## src/rtl/multiplicador_seq_pkg.sv

```systemverilog
// Shared definitions for the sequential shift-add multiplier: state encodings,
// operand width and iteration count.
`ifndef MULTIPLICADOR_SEQ_PKG_SV
`define MULTIPLICADOR_SEQ_PKG_SV

package multiplicador_seq_pkg;

  localparam int WIDTH      = 8;
  localparam int ITERATIONS = 8;

  typedef enum logic [1:0] {
    IDLE = 2'b00,
    CALC = 2'b01,
    DONE = 2'b10
  } state_t;

endpackage

`endif

```

## src/rtl/somador_8bits.sv

```systemverilog
// 8-bit unsigned ripple adder with carry-out; the only arithmetic unit of the
// multiplier datapath.
`ifndef SOMADOR_8BITS_SV
`define SOMADOR_8BITS_SV

module somador_8bits (
  input  logic [7:0] a,
  input  logic [7:0] b,
  output logic [7:0] s,
  output logic       c
);

  assign {c, s} = {1'b0, a} + {1'b0, b};

endmodule

`endif

```

## src/rtl/multiplicador_seq.sv

```systemverilog
// Sequential 8x8 unsigned shift-add multiplier (8 CALC cycles per product).
// Optional MULT_ZERO_BYPASS_EN: zero operands skip CALC and complete in one cycle.
module multiplicador_seq
  import multiplicador_seq_pkg::*;
(
  input  logic                 clk,
  input  logic                 rst,
  input  logic                 start,
  input  logic [WIDTH-1:0]     A,
  input  logic [WIDTH-1:0]     B,
  output logic                 busy,
  output logic                 done,
  output logic [2*WIDTH-1:0]   P
);

  state_t             state, state_next;
  logic [WIDTH-1:0]   m, q, h;
  logic [2:0]         count;
  logic [2*WIDTH-1:0] p_reg;
  logic [WIDTH-1:0]   sum;
  logic               carry;
  logic [WIDTH-1:0]   h_step, q_step;
  logic               last_iter;
  logic               zero_op;

  somador_8bits u_somador (
    .a (h),
    .b (m),
    .s (sum),
    .c (carry)
  );

  assign last_iter = (count == 3'(ITERATIONS - 1));
  assign zero_op   = (A == '0) || (B == '0);

  // One shift-add step; the adder carry becomes the new H MSB so 255*255 fits.
  // NOTE: every always_comb output gets a default first so no latch is inferred.
  always_comb begin
    h_step = {1'b0, h[WIDTH-1:1]};
    q_step = {h[0], q[WIDTH-1:1]};
    if (q[0]) begin
      h_step = {carry, sum[WIDTH-1:1]};
      q_step = {sum[0], q[WIDTH-1:1]};
    end
  end

  always_comb begin
    state_next = state;
    unique case (state)
      IDLE: begin
        if (start) begin
`ifdef MULT_ZERO_BYPASS_EN
          state_next = zero_op ? DONE : CALC;
`else
          state_next = CALC;
`endif
        end
      end
      CALC:    if (last_iter) state_next = DONE;
      DONE:    state_next = IDLE;
      default: state_next = IDLE;
    endcase
  end

  // NOTE: sequential state uses non-blocking assignments only, so every
  // register samples the pre-edge values of the others.
  always_ff @(posedge clk) begin
    if (rst) begin
      state <= IDLE;
      m     <= '0;
      q     <= '0;
      h     <= '0;
      count <= '0;
      p_reg <= '0;
    end else begin
      state <= state_next;
      unique case (state)
        IDLE: begin
          if (start) begin
            m     <= A;
            q     <= B;
            h     <= '0;
            count <= '0;
`ifdef MULT_ZERO_BYPASS_EN
            if (zero_op) p_reg <= '0;
`endif
          end
        end
        CALC: begin
          h     <= h_step;
          q     <= q_step;
          count <= count + 3'd1;
          if (last_iter) p_reg <= {h_step, q_step};
        end
        default: ;
      endcase
    end
  end

  // The unused bypass wire stays referenced in the default build.
  logic unused_zero_op;
  assign unused_zero_op = zero_op;

  assign busy = (state == CALC);
  assign done = (state == DONE);
  assign P    = p_reg;

endmodule
```

## config.mk

```make
export PLATFORM = sky130hd
export DESIGN_NAME = multiplicador_seq
export DESIGN_NICKNAME = d
export VERILOG_FILES = /design/src/rtl/multiplicador_seq_pkg.sv /design/src/rtl/somador_8bits.sv /design/src/rtl/multiplicador_seq.sv
export SDC_FILE = /design/constraint.sdc
export NUM_CORES = 1
export LEC_CHECK = 0
export ABC_AREA = 1
export CORE_MARGIN = 2
export CORE_UTILIZATION = 55
export DETAILED_ROUTE_END_ITERATION = 10
export PLACE_DENSITY = 0.8
export SKIP_LAST_GASP = 1
export SLEW_MARGIN = 20
export SYNTH_ARGS = -nofsm -noshare
export SYNTH_HDL_FRONTEND = slang
export SYNTH_SLANG_ARGS = --single-unit
```

## constraint.sdc

```tcl
create_clock -name clk -period 2.8 [get_ports clk]
set_input_delay 0.7 -clock clk [delete_from_list [all_inputs] [get_ports clk]]
set_output_delay 0.7 -clock clk [all_outputs]
set_load 0.02 [all_outputs]
```

==> impl_metrics.toml <==
[route]
drt_wl_total_um = 4890
drt_iter0_drc = 116
first_pass_iters = 7
wl_per_cell_um = 12.7
vias_per_cell = 5.36
ant_nets = 0
drcViolationCount = 0
vias = 2057

[setup_path]
crit_path_end_kind = "output pin"
path_cells = "nand2_4 -> inv_2 -> clkdlybuf4s50_1"
path_class = "flip-flop to output pin"
cp_max_fo = 10
path_delay_family = "buffers and inverters"
cp_num_buf_inv = 2
reg2reg_slack_ns = 0.98
r2r_cells = 12
critical-path-slowest-cell = "clkdlybuf4s50_1"
reg2reg_from = "h[0]"
cpPeakStageDelay_ns = 0.60
arrival_ns = 1.55
start_kind = "flip-flop"
critPathRequiredTime_ns = 2.10
reg2reg_to = "P[13]"

[min_path]
whs_path_depth = 1
min_from = "count[0]"
hold_class = "flip-flop to flip-flop"
hold_end = "count[0]"

[timing]
setup_viol = 0
tns_ns = 0
fin_crit_ns = 2.25
worst_pin_slew_ns = 0.606
slew_violations = 0
rsz0062_at_grt = "false"
min_period_over_period_pct = 80.4
slew-limit-headroom_pct = 59.6
clock_skew_ns = 0.00564
fmax_mhz = 444
hold_violations = 0

[yosys]
syn_inst = 299
syn-num-nets = 329
synth_area_um2 = 2320
synth-seq-cells = 45
synth_warnings = 0
seq_area_frac_synth_pct = 38.8
synth.distinct_cells = 32
avgSynthCellArea_um2 = 7.78

[floorplan]
io_pins = 37
fp-row-count = 23
chipWidth_um = 69.0
core_region_area_um2 = 4030
start_util_pct = 57.7
fp.dieH_um = 69.0
die_area_um2 = 4760

[global_routing]
overflow = 0
grt_pass1_wl_um = 8270
grt_max_degree = 34
grt_pass1_vias = 1870
antenna_found_initial = 0
track_usage_pct = 21.2

[cts]
htreeDepth = 2
clk_latency_ns = 0.30
ctsHoldBuffers = 0
cts_resized = 0
cts_max_path_buffers = 2
clk_pin_slew_ns = 0.09
cts_buffers = 5
cts_tree = "done"
cts-root-buf = "clkbuf_8"
post_cts_buffers = 0
numClockSinks = 45

[pwr]
power_density_nw_per_um2 = 471
max-vdd-ir-drop_v = 0.000283
power_w = 0.00130
p_leak_nw = 1.21

[outcome]
status = "finished, final reports clean"

[cells_and_area]
fin_util_pct = 68.5
seqCellArea_um2 = 901
syn2layout_area_growth_pct = 18.8
nets = 363
diodes = 0
fillers = 365
mostFrequentLayoutCells = "nand2_1, dfxtp_1, clkdlybuf4s50_1"
layout-drive-gt1-share_pct = 14.7
final_common_cell = "nand2_1"
multi_input_area_um2 = 1200

[place]
gp_congestion = 0.851
port_buffers = 36
hpwl_um = 3500

[flow_run]
maxCapViolCount = 0
==> layer usage <==
metal	GRT usage [%]	part of all wire, %	up-vias	routed length (um)
met3	4.68	5.1	10	247
met5	0	0	-	0
met4	7.19	1.6	0	76
li1	-	-	1037	-
met2	35.3	47	52	2280
met1	27.2	47	958	2290
==> per-stage QoR <==
| stage | worst slack [ns] | instances | cell area [um2] | hold WS [ns] |
|---|---|---|---|---|
| finish | 0.548 | 384 | 2760 | 0.468 |
| global route | 0.478 | 384 | 2760 | 0.492 |
| CTS | 0.539 | 384 | 2760 | 0.469 |
| detailed placement | 0.564 | 376 | 2670 | 0.456 |
| global placement | 0.661 | 376 | 2670 | 0.451 |
| floorplan | 1.20 | 299 | 2320 | 0.428 |
==> worst max path at each step <==
stage	startpoint	endpoint	slack, ns	cells past startpoint
finish	state[0]	busy	0.55	3
global route	state[0]	busy	0.48	3
CTS	state[0]	busy	0.54	3
detailed placement	start	h[6]	0.56	6
global placement	start	h[7]	0.66	6
floorplan	m[0]	P[13]	1.20	12
==> worst register-to-register path: cells and delay by family, from the launching register on <==
family        cells  cell delay (ns)
simple gates      9             0.73
fa+ha+maj         2             0.63
flops             1             0.34
buf+inv           1             0.03
==> kinds of logic after synthesis <==
group	count (synthesis)	share of synthesized area, %
and+or+nand+nor	136	28.8
adders and majority gates	11	6.24
AOI/OAI and AO/OA	61	16.4
DFF	45	38.8
buffers and inverters	46	9.80
==> power by group <==
| group | leakage, nW | switching (W) | internal (W) |
|---|---|---|---|
| Sequential | 0.367 | 0.0000275 | 0.000668 |
| Combinational | 0.802 | 0.000120 | 0.0000818 |
| Clock | 0.0374 | 0.000229 | 0.000176 |
| Total | 1.21 | 0.000376 | 0.000926 |
==> state kept, by name, summed over array words and instances (netlist names) <==
register / count
q: 8
m: 8
P: 16
count: 3
state: 2
h: 8
==> layout make-up <==
class	count	area share (%)
Clock buffer	6	2.63
Clock inverter	2	0.544
Inverter	35	5.03
Multi-Input combinational cell	208	43.3
Sequential cell	45	32.6
Tap cell	50	2.27
Timing Repair Buffer	38	13.6
==> Yosys cell counts <==
library cell | n | area (um2)
a21oi_1 | 13 | 65.1
a21oi_2 | 4 | 35.0
a31oi_1 | 8 | 50.1
a31oi_2 | 1 | 12.5
buf_2 | 2 | 10.0
buf_4 | 3 | 22.5
buf_6 | 3 | 33.8
buf_8 | 1 | 15.0
clkbuf_1 | 2 | 7.51
dfxtp_1 | 45 | 901
fa_1 | 1 | 20.0
ha_1 | 10 | 125
inv_1 | 28 | 105
inv_2 | 4 | 15.0
inv_4 | 3 | 18.8
nand2_1 | 75 | 282
nand2_2 | 2 | 12.5
nand2_4 | 2 | 22.5
nand3_1 | 16 | 80.1
nand3_2 | 10 | 100
nand3b_1 | 1 | 7.51
nand3b_2 | 1 | 11.3
nor2_1 | 23 | 86.3
nor2_8 | 2 | 40.0
o211ai_1 | 1 | 7.51
o21a_1 | 4 | 30.0
o21ai_0 | 18 | 90.1
o21ai_1 | 3 | 15.0
o21ai_2 | 7 | 61.3
o21bai_1 | 2 | 15.0
or2_2 | 3 | 18.8
or2_4 | 1 | 8.76
No activity file was read; power rests on OpenSTA's default activity.
